===== config.mk =====
export PLATFORM = sky130hd
export DESIGN_NAME = alu_stage
export DESIGN_NICKNAME = d
export VERILOG_FILES = /design/src/rtl/alu_stage.sv
export SDC_FILE = /design/constraint.sdc
export NUM_CORES = 1
export LEC_CHECK = 0
export BUFFER_PORTS_ARGS = -buffer_cell sky130_fd_sc_hd__buf_2
export CAP_MARGIN = 10
export CORE_UTILIZATION = 58
export CTS_CLUSTER_SIZE = 14
export DETAILED_ROUTE_END_ITERATION = 8
export PLACE_DENSITY_LB_ADDON = 0.25
export SYNTH_ARGS = -nofsm -noshare
export SYNTH_HDL_FRONTEND = slang
export SYNTH_SLANG_ARGS = --single-unit
export TNS_END_PERCENT = 1

===== constraint.sdc =====
create_clock -name clk -period 6.35 [get_ports clk]
set_clock_uncertainty 0.05 [all_clocks]
set_input_delay 0.635 -clock clk [delete_from_list [all_inputs] [get_ports clk]]
set_output_delay 0.635 -clock clk [all_outputs]
set_load 0.05 [all_outputs]

===== src/rtl/alu_stage.sv =====
// alu_stage: one-deep ARM data-processing ALU stage with a valid/ready handshake.
// Result, destination, write enable and NZCV flags are all registered.
module alu_stage #(
  parameter int DATA_W = 32
) (
  input  logic              clk,
  input  logic              reset_n,
  input  logic              in_valid,
  output logic              in_ready,
  input  logic [3:0]        opcode,
  input  logic              s_bit,
  input  logic [DATA_W-1:0] op1,
  input  logic [DATA_W-1:0] op2,
  input  logic              shifter_carry,
  input  logic [3:0]        dest,
  output logic              out_valid,
  input  logic              out_ready,
  output logic [DATA_W-1:0] result,
  output logic [3:0]        out_dest,
  output logic              write_en,
  output logic [3:0]        flags
);

  localparam logic [3:0] OP_AND = 4'h0;
  localparam logic [3:0] OP_EOR = 4'h1;
  localparam logic [3:0] OP_SUB = 4'h2;
  localparam logic [3:0] OP_RSB = 4'h3;
  localparam logic [3:0] OP_ADD = 4'h4;
  localparam logic [3:0] OP_ADC = 4'h5;
  localparam logic [3:0] OP_SBC = 4'h6;
  localparam logic [3:0] OP_RSC = 4'h7;
  localparam logic [3:0] OP_TST = 4'h8;
  localparam logic [3:0] OP_TEQ = 4'h9;
  localparam logic [3:0] OP_CMP = 4'hA;
  localparam logic [3:0] OP_CMN = 4'hB;
  localparam logic [3:0] OP_ORR = 4'hC;
  localparam logic [3:0] OP_MOV = 4'hD;
  localparam logic [3:0] OP_BIC = 4'hE;
  localparam logic [3:0] OP_MVN = 4'hF;

  logic              valid_r;
  logic [DATA_W-1:0] result_r;
  logic [3:0]        dest_r;
  logic              we_r;
  logic [3:0]        flags_r;

  logic              accept_s;
  logic              compare_s;
  logic              arith_s;
  logic [DATA_W-1:0] opa_s;
  logic [DATA_W-1:0] opb_s;
  logic              cin_s;
  logic [DATA_W:0]   sum_s;
  logic              ovf_s;
  logic [DATA_W-1:0] alu_s;
  logic [3:0]        next_flags_s;

  assign in_ready  = !valid_r || out_ready;
  assign accept_s  = in_valid && in_ready;
  assign compare_s = (opcode[3:2] == 2'b10);

  // Effective adder operands: subtraction is a + ~b + carry-in, reverse forms swap the operands.
  always_comb begin
    arith_s = 1'b1;
    opa_s   = op1;
    opb_s   = op2;
    cin_s   = 1'b0;
    case (opcode)
      OP_ADD, OP_CMN: begin
        opa_s = op1;  opb_s = op2;  cin_s = 1'b0;
      end
      OP_ADC: begin
        opa_s = op1;  opb_s = op2;  cin_s = flags_r[1];
      end
      OP_SUB, OP_CMP: begin
        opa_s = op1;  opb_s = ~op2; cin_s = 1'b1;
      end
      OP_SBC: begin
        opa_s = op1;  opb_s = ~op2; cin_s = flags_r[1];
      end
      OP_RSB: begin
        opa_s = op2;  opb_s = ~op1; cin_s = 1'b1;
      end
      OP_RSC: begin
        opa_s = op2;  opb_s = ~op1; cin_s = flags_r[1];
      end
      default: begin
        arith_s = 1'b0;
      end
    endcase
  end

  assign sum_s = {1'b0, opa_s} + {1'b0, opb_s} + {{DATA_W{1'b0}}, cin_s};
  assign ovf_s = (opa_s[DATA_W-1] == opb_s[DATA_W-1]) && (sum_s[DATA_W-1] != opa_s[DATA_W-1]);

  // Result selection for logical ops; every arithmetic op takes the low word of the sum.
  always_comb begin
    alu_s = sum_s[DATA_W-1:0];
    case (opcode)
      OP_AND, OP_TST: alu_s = op1 & op2;
      OP_EOR, OP_TEQ: alu_s = op1 ^ op2;
      OP_ORR:         alu_s = op1 | op2;
      OP_MOV:         alu_s = op2;
      OP_BIC:         alu_s = op1 & ~op2;
      OP_MVN:         alu_s = ~op2;
      default:        alu_s = sum_s[DATA_W-1:0];
    endcase
  end

  // Logical ops take C from the shifter and leave V alone.
  always_comb begin
    next_flags_s[3] = alu_s[DATA_W-1];
    next_flags_s[2] = (alu_s == {DATA_W{1'b0}});
    if (arith_s) begin
      next_flags_s[1] = sum_s[DATA_W];
      next_flags_s[0] = ovf_s;
    end else begin
      next_flags_s[1] = shifter_carry;
      next_flags_s[0] = flags_r[0];
    end
  end

  // Output register: reset wins, then accept, then consume; a stalled result holds.
  always_ff @(posedge clk) begin
    if (!reset_n) begin
      valid_r  <= 1'b0;
      result_r <= {DATA_W{1'b0}};
      dest_r   <= 4'h0;
      we_r     <= 1'b0;
      flags_r  <= 4'h0;
    end else if (accept_s) begin
      valid_r  <= 1'b1;
      result_r <= alu_s;
      dest_r   <= dest;
      we_r     <= !compare_s;
      if (s_bit || compare_s) begin
        flags_r <= next_flags_s;
      end
    end else if (valid_r && out_ready) begin
      valid_r <= 1'b0;
    end
  end

  assign out_valid = valid_r;
  assign result    = result_r;
  assign out_dest  = dest_r;
  assign write_en  = we_r;
  assign flags     = flags_r;

endmodule


* Word level (Yosys, flattened, before mapping)
Index checks and enable logic that the tools add are counted.
Cells by class: add/subtract/negate cells 2, multipliers 0, div/mod/pow operators 0, order comparisons 0, equality and inequality tests 18, shift-type cells 0, mux-type cells 8, bitwise gates (word level) 6, reduce and logical (&&, ||, !) cells 19
Operators with widths (number):
- case mux 32 bit (6 select lines) | 1
- AND 32 bit | 2
- inverter 32 bit | 2
- case mux 32 bit (2 select lines) | 1
- adder 32 x 32 -> 33 bit | 1
- adder 33 x 1 -> 33 bit | 1
- equality test 4 bit, second input constant | 8
- zero test 32 bit | 1
- two-way mux 32 bit | 1
- OR 32 bit | 1
- XOR 32 bit | 1
- equality test 4 x 3 -> 1 bit, second input constant | 4
- OR reduction 3 bit | 3
- equality test 4 x 2 -> 1 bit, second input constant | 2
- OR reduction 8 bit | 1
- OR reduction 2 bit | 3
- equality test 4 x 1 -> 1 bit, second input constant | 1
- zero test 4 bit | 1
- logical AND 1 bit | 3
- two-way mux 1 bit | 3
- AND reduction 3 bit | 1
- equality test 2 bit, second input constant | 1
- zero test 1 bit | 2
- logical OR 1 bit | 2
- 6 further kinds | 6
Word-level totals: register bits 42, latch bits 0, bits in writable memories 0, memory bits (read-only) 0, output and inout bits 43, word-level logic and storage cells 59, memories 0

* Longest topological paths before layout
Gate-level depths: netlist (run 1).
depth after elaboration 8, gate-level depth with buffers 22

* Worst setup path before layout (run 1)
Ideal clock, no wire load.
path type input to register, start point input port opcode[0], end point register flags_r[2], in the netlist flags[2], setup time 0.061 ns, data arrival time 5.486 ns, data required time 6.239 ns, path slack 0.753 ns, stages on the path 22, buffers on the path 5, cell sequence clkbuf_1 > buf_1 > clkbuf_1 > buf_1 > nor3_1 > inv_1 > nand2_1 > clkbuf_1 > o21ai_0 > fa_1 > fa_1 > a21oi_1 > o211ai_1 > a31oi_1 > o31ai_1 > xor2_1 > o221ai_1 > and3_1 > nand3b_1 > or4_1 > nor4_1 > a32o_1
On the way: longest elaborated chain between the ends 7, elaborated cells between the ends (all ways) 27, those cells by class add/sub (2); eq/ne (13); mux (4); reduce/logical (8)
RTL lines:
- from (decl) | line 10 | input logic [3:0] opcode,
- equality test 4 x 3 -> 1 bit, or another cell as far along | line 68 | case (opcode)
- OR reduction 3 bit (no line) or OR reduction 2 bit (tied branches)
- case mux 32 bit (2 select lines) or two-way mux 32 bit (tied branches) | line 68
- adder 32 x 32 -> 33 bit | line 93 | assign sum_s = {1'b0, opa_s} + {1'b0, opb_s} + {{DATA_W{1'b0}}, cin_s};
- adder 33 x 1 -> 33 bit | line 93
- case mux 32 bit (6 select lines) (*) | line 99 | case (opcode)
- zero test 32 bit (*) | line 113 | next_flags_s[2] = (alu_s == {DATA_W{1'b0}});
- to (signal assigned) | line 137 | flags_r <= next_flags_s;
- to (decl) | line 45 | logic [3:0] flags_r;
Every way passes the cells marked *; elsewhere a longest branch is shown, timed or not. A chain may end at the register's enable or synchronous reset.

* Worst setup path in the final report (run 1)
Ends and elaborated chain as after synthesis.

==> run_results.csv, run 1 <==
group,metric,value,unit
detailed_routing,vias_per_cell,6.377,
sta,max_freq,0.1882,GHz
final_layout,fin_nets,1222,
detailed_routing,routed_wirelength,21.61,mm
detailed_routing,drt_pre_antenna_iters,5,
detailed_routing,vias,7773,
critical_path,cp-startpoint,"opcode[0]",
critical_path,worstReg2RegEnd,"flags[2]",
final_layout,diodes,0,
floorplanning,coreArea,10940,µm²
worst_hold_path,hp-class,"flop to flop",
synth,synth_edf_count,0,
power_and_ir_drop,p_per_area,185.0,nW/µm²
critical_path,path_max_fanout,15,
worst_hold_path,holdCritStartpoint,"out_dest[3]",
final_layout,utilization,66.68,%
global_routing,use_met1,50.18,%
synth,yosysSeqAreaShare,12.84,%
synth,yosysTopAreaCell,"dfxtp_1",
place,place_congestion,1.054,
synth,synth_top_area_share,12.84,%
cts,cts_hold_buffers,0,
cts,clock_latency,0.28,ns
final_layout,layout-drive-gt1-share,14.27,%
cts,cts-resized-gates,0,
cts,htreeDepth,2,
global_routing,grt_pass1_vias,6946,
global_routing,grt-ovfl-total,0,
synth,synthTopCellsByArea,"dfxtp_1, ha_1, a21oi_1",
cts,cts_made_buffers,5,
global_routing,antenna_found_initial,0,
global_routing,top_usage_layer,"met2",
worst_hold_path,hold_depth,2,
sta,slew_headroom,38.00,%
critical_path,worstPathArrival,5.48,ns
floorplanning,die_h,108.2,µm
sta,drv_slew,0,
critical_path,critPathRequiredTime,6.52,ns
critical_path,crit_path_end_kind,"flop",
sta,setup_viol,0,
final_layout,final_cells,1219,
detailed_routing,ant_nets,0,
cts,clockBufferDepth,2,
synth,syn_inst,1004,
place,io_buffer_count,120,
synth,ys_ff_latch,42,
floorplanning,boundaryPins,121,
synth,syn_avg_cell_area,6.520,µm²
critical_path,rrSetupSlack,1.94,ns
global_routing,gr-usage-all-layers,37.01,%
floorplanning,die_w,108.2,µm
sta,finalCritPeriodShare,83.68,%
final_layout,area_growth,11.39,%
job,cap_viol_max_count,0,
final_layout,fillCellCount,1032,
detailed_routing,drt-initial-drc-count,766,
cts,cts_setup_buffers,0,
critical_path,crit_type,"primary input to flop",
place,detailedPlacementHpwl,15.56,mm
sta,post-route-min-period,5.314,ns
floorplanning,num_rows,38,
synth,synth_ff_type,"dfxtp_1",
power_and_ir_drop,ir_drop,0.2188,mV
place,placedCellCount,1212,
synth,yosysWarnings,0,
global_routing,use_met2,59.51,%
power_and_ir_drop,total_power,0.001349,W
cts,clock_tree.root_cell,"clkbuf_16",
global_routing,grt_use_met3,4.641,%
detailed_routing,route.detailed.drc,0,
detailed_routing,wl_per_cell,17.73,µm
power_and_ir_drop,p_leak,3.401,nW
global_routing,grt_pass1_wl,34.41,mm
sta,fin_tns_setup,0,ns
cts,clkTransAtPathRegs,0.06,ns
floorplanning,die_area,11720,µm²
worst_hold_path,min_to,"out_dest[3]",
synth,synthArstFlopShare,0,%
synth,synthDistinctLibCells,74,
cts,cts_tree,"built",
synth,synth_area,6546,µm²
cts,clkSinkCount,42,
global_routing,grt_max_degree,62,
critical_path,rr_worst_depth,16,
critical_path,setup.worst_path.start_class,"primary input",
critical_path,r2r-start,"flags[1]",
sta,rsz0062_at_grt,"false",
outcome,status,"finished, final reports clean",
sta,hold_viol_final,0,
floorplanning,start_util,59.86,%
sta,tightest_slew,0.9265,ns
synth,syn_nets,1147,
-- worst max-delay path by stage --
stage,end,slack (ns),cells past startpoint
global route,flags[2],0.74,19
floorplan,flags[2],0.75,22
global placement,flags[2],0.94,18
detailed placement,flags[2],0.82,18
CTS,flags[2],1.09,18
finish,flags[2],1.04,18
-- cells in the mapped netlist (4+ instances only) --
master,count
a211oi_1,25
a21o_1,10
a21oi_1,117
a221oi_1,10
a31oi_1,12
a32o_1,4
a32oi_1,9
and2_1,4
and3_1,4
and3b_1,4
buf_1,6
buf_2,9
clkbuf_1,48
dfxtp_1,42
ha_1,63
inv_1,77
mux2i_1,7
nand2_1,106
nand2b_1,14
nand3_1,16
nand4_1,11
nor2_1,100
nor2b_1,9
nor3_1,18
o211ai_1,7
o21a_1,8
o21ai_0,110
o21ai_1,7
o21bai_1,7
o221ai_1,8
o22ai_1,12
o31ai_1,8
o32ai_1,8
or3_1,5
xnor2_1,22
xor2_1,24
-- cells by family (layout without fill, tap and decap cells) --
group	Yosys count	in the layout	synth area share, %
adder cells (fa/ha/maj)	65	65	12.65
XOR/XNOR	46	46	6.154
flip-flops	42	42	12.84
AND/OR/NAND/NOR	310	310	21.75
buffers and inverters	145	220	8.830
multiplexers	8	8	1.242
AO/OA/AOI/OAI	388	388	36.53
-- final cells by class --
cell class / instances / area, µm² / area share, %
multi-input combinational: 817 / 5135 / 70.42
sequential: 42 / 840.8 / 11.53
timing repair buffer: 135 / 713.2 / 9.780
inverter: 78 / 292.8 / 4.015
tap: 140 / 175.2 / 2.402
clock buffer: 5 / 125.1 / 1.716
clock inverter: 2 / 10.01 / 0.1373
-- sequential cells by signal, indices dropped and copies added, names as in the netlist --
register / count
result: 32
flags: 4
out_dest: 4
out_valid: 1
write_en: 1
-- metal layers --
layer	routed length (µm)	share of wire, %
met1	9427	44
met2	9335	43
met3	2219	10
met4	624	2.9
met5	0	0
-- layout by cell type (no fill, tap or decap), types with 4 or more instances in the layout --
cell type / netlist / routed
o221ai_1: 8 / 8
nor3_1: 18 / 17
o31ai_1: 8 / 8
nor2_1: 100 / 100
o211ai_1: 7 / 7
o21ai_1: 7 / 7
xor2_1: 24 / 24
and3b_1: 4 / 4
a32oi_1: 9 / 9
a221oi_1: 10 / 10
and3_1: 4 / 4
nand3_1: 16 / 16
mux2i_1: 7 / 7
o21bai_1: 7 / 7
nand2_1: 106 / 106
xnor2_1: 22 / 22
or3_1: 5 / 4
a32o_1: 4 / 4
nor2b_1: 9 / 9
a31oi_1: 12 / 12
ha_1: 63 / 63
buf_2: 9 / 120
o22ai_1: 12 / 12
clkbuf_16: 0 / 5
o21a_1: 8 / 8
buf_4: 2 / 15
a211oi_1: 25 / 25
nand4_1: 11 / 11
a21o_1: 10 / 10
a21oi_1: 117 / 117
dfxtp_1: 42 / 42
o21ai_0: 110 / 110
inv_1: 77 / 77
nand2b_1: 14 / 14
o32ai_1: 8 / 8
-- report_power, final --
part           internal, W  switching, W  leakage [nW]
clock             0.000142     0.0000960        0.0694
combinational     0.000276      0.000532          2.99
sequential        0.000290     0.0000139         0.347
total             0.000707      0.000641          3.40
-- critical path, cell delays in order --
cell,delay [ns]
buf_2,0.11
inv_1,0.05
or3_2,0.48
nand2_1,0.46
o21ai_0,0.21
fa_1,0.47
fa_1,0.47
a21oi_1,0.22
o211ai_1,0.16
a31oi_1,0.37
o31ai_1,0.27
xor2_1,0.20
o221ai_1,0.24
and3_1,0.19
nand3b_1,0.07
or4_1,0.48
nor4_1,0.24
a32o_1,0.16
-- through the flow --
stage               hold WS, ns  instance area [µm²]  setup slack (ns)
finish                   0.3998                 7292             1.036
global route             0.4189                 7292            0.7428
global placement         0.3909                 7157            0.9438
detailed placement       0.3946                 7157            0.8211
floorplan                0.6252                 6546            0.7528
CTS                      0.4025                 7292             1.091
Note: power is estimated with default switching activity, not from simulation.
==> run 2, diff against run 1 <==
CORE_UTILIZATION = 53   (was 58)
clock period = 4.3 ns   (was 6.35 ns; I/O delays follow)
==> run_results.csv, run 2 (same netlist as run 1, synthesis figures left out) <==
group,metric,value,unit
outcome,status,"finished, violations left",
outcome,violations,"negative setup slack",
critical_path,crit_type,"primary input to flop",
cts,clkTransAtPathRegs,0.06,ns
final_layout,utilization,71.81,%
final_layout,final_common_cell,"buf_4",
global_routing,grt_pass1_vias,7736,
floorplanning,num_rows,40,
sta,layout_setup_ws,-0.1680,ns
critical_path,worstPathArrival,4.65,ns
floorplanning,die_h,113.1,µm
job,cap_viol_max_count,0,
sta,tightest_slew,0.8334,ns
final_layout,largest_reg_flops,32,
place,io_buffer_count,120,
place,detailedPlacementHpwl,17.78,mm
detailed_routing,drt_pre_antenna_iters,6,
critical_path,crit_path_end_kind,"flop",
sta,setup_viol,1,
cts,cts_tree,"built",
floorplanning,die_w,113.1,µm
global_routing,grt_pass1_wl,36.51,mm
cts,clockBufferDepth,2,
final_layout,mostFrequentLayoutCells,"buf_4, buf_2, a21oi_1, nand2_1, o21ai_0",
detailed_routing,drt-initial-drc-count,681,
critical_path,setup.worst_path.start_class,"primary input",
power_and_ir_drop,ir_drop,0.2295,mV
detailed_routing,wl_per_cell,17.47,µm
sta,post-route-min-period,4.468,ns
sta,drv_slew,0,
sta,max_freq,0.2238,GHz
sta,slew_headroom,44.31,%
final_layout,area_growth,31.77,%
sta,finalCritPeriodShare,103.9,%
final_layout,fin_nets,1358,
floorplanning,start_util,54.50,%
place,place_congestion,1.038,
cts,clock_latency,0.28,ns
detailed_routing,vias_per_cell,6.184,
power_and_ir_drop,p_per_area,278.1,nW/µm²
floorplanning,coreArea,12010,µm²
power_and_ir_drop,p_leak,4.132,nW
detailed_routing,route.detailed.drc,0,
final_layout,layout-drive-gt1-share,26.64,%
cts,cts_hold_buffers,0,
cts,clock_tree.root_cell,"clkbuf_16",
final_layout,diodes,0,
cts,clkSinkCount,42,
global_routing,gr-usage-all-layers,35.40,%
global_routing,grt_max_degree,52,
critical_path,path_max_fanout,7,
detailed_routing,vias,8429,
sta,hold_viol_final,0,
detailed_routing,routed_wirelength,23.81,mm
global_routing,antenna_found_initial,0,
sta,rsz0062_at_grt,"true",
critical_path,critPathRequiredTime,4.48,ns
power_and_ir_drop,total_power,0.002399,W
worst_hold_path,hp-class,"primary input to flop",
floorplanning,boundaryPins,121,
cts,cts_made_buffers,5,
floorplanning,die_area,12800,µm²
cts,htreeDepth,2,
detailed_routing,ant_nets,0,
global_routing,grt-ovfl-total,0,
==> run 2: cell count changes in the layout (fill, tap and decap cells not counted), sizes merged <==
cell	before	now
clkinv	2	1
clkinvlp	0	1
buf	135	271
clkbuf	5	6
==> run 2: final timing paths <==
path	from	to	slack (ns)	cells after the start
setup / recovery	opcode[0]	flags[2]	-0.17	19
hold / removal	dest[0]	out_dest[0]	0.34	3
setup reg to reg	flags[1]	flags[2]	0.05	17
hold reg to reg	result[5]	result[5]	0.40	2
==> run 2: metrics by stage <==
step	instance area [µm²]	worst slack (ns)	cells	hold WS [ns]	TNS [ns]
after global routing	8626	-0.2547	1363	0.3442	-0.2708
after global placement	8150	-0.3418	1342	0.3897	-0.8201
after CTS	8389	0.003863	1355	0.3361	0
after detailed placement	8150	-0.5565	1342	0.3948	-1.392
final	8626	-0.1680	1363	0.3375	-0.1680
after floorplan	6708	-0.1985	1004	0.5095	-0.1985
==> run 2: per-layer routing <==
metal  vias to the layer above  part of all wire, %  GRT usage [%]
met2                       451                   47          60.33
met5                         -                    0              0
met3                       113                  8.7          5.142
met1                      3805                   38          41.93
li1                       4060                    -              -
met4                         0                  6.0          21.84
==> run 2: final cells by class <==
class | instances | area (µm²)
clock inverter | 2 | 12.51
tap | 147 | 183.9
fill | 990 | 3386
inverter | 78 | 295.3
multi-input combinational | 817 | 5361
sequential | 42 | 840.8
clock buffer | 6 | 138.9
timing repair buffer | 271 | 1793
==> run 2: repair_timing <==
| item | 4_1_cts | 5_1_grt |
|---|---|---|
| gates resized for setup | 11 | 34 |
| pin swaps | 9 | 26 |
| setup buffers | 5 | 8 |
| endpoints found under the setup margin | 1 | 3 |
==> run 2: critical path, stage by stage <==
cell and delay, ns:
buf_6 0.08, inv_1 0.05, or3_4 0.44, nand2_4 0.11, o21ai_4 0.07, fa_2 0.42, fa_2 0.40, a21oi_2 0.21
o211ai_1 0.17, buf_4 0.18, o21ai_4 0.06, xor2_2 0.18, a21oi_2 0.09, nor4b_2 0.38, and4bb_1 0.30, nand4_1 0.11
or4_4 0.55, nor4_4 0.27, a32o_1 0.14
==> run 2: report_power, final <==
group | internal, W | switching, W | total [W]
logic | 0.000676 | 0.000894 | 0.00157
clock network | 0.000230 | 0.000152 | 0.000382
registers | 0.000428 | 0.0000192 | 0.000447
total | 0.00133 | 0.00107 | 0.00240
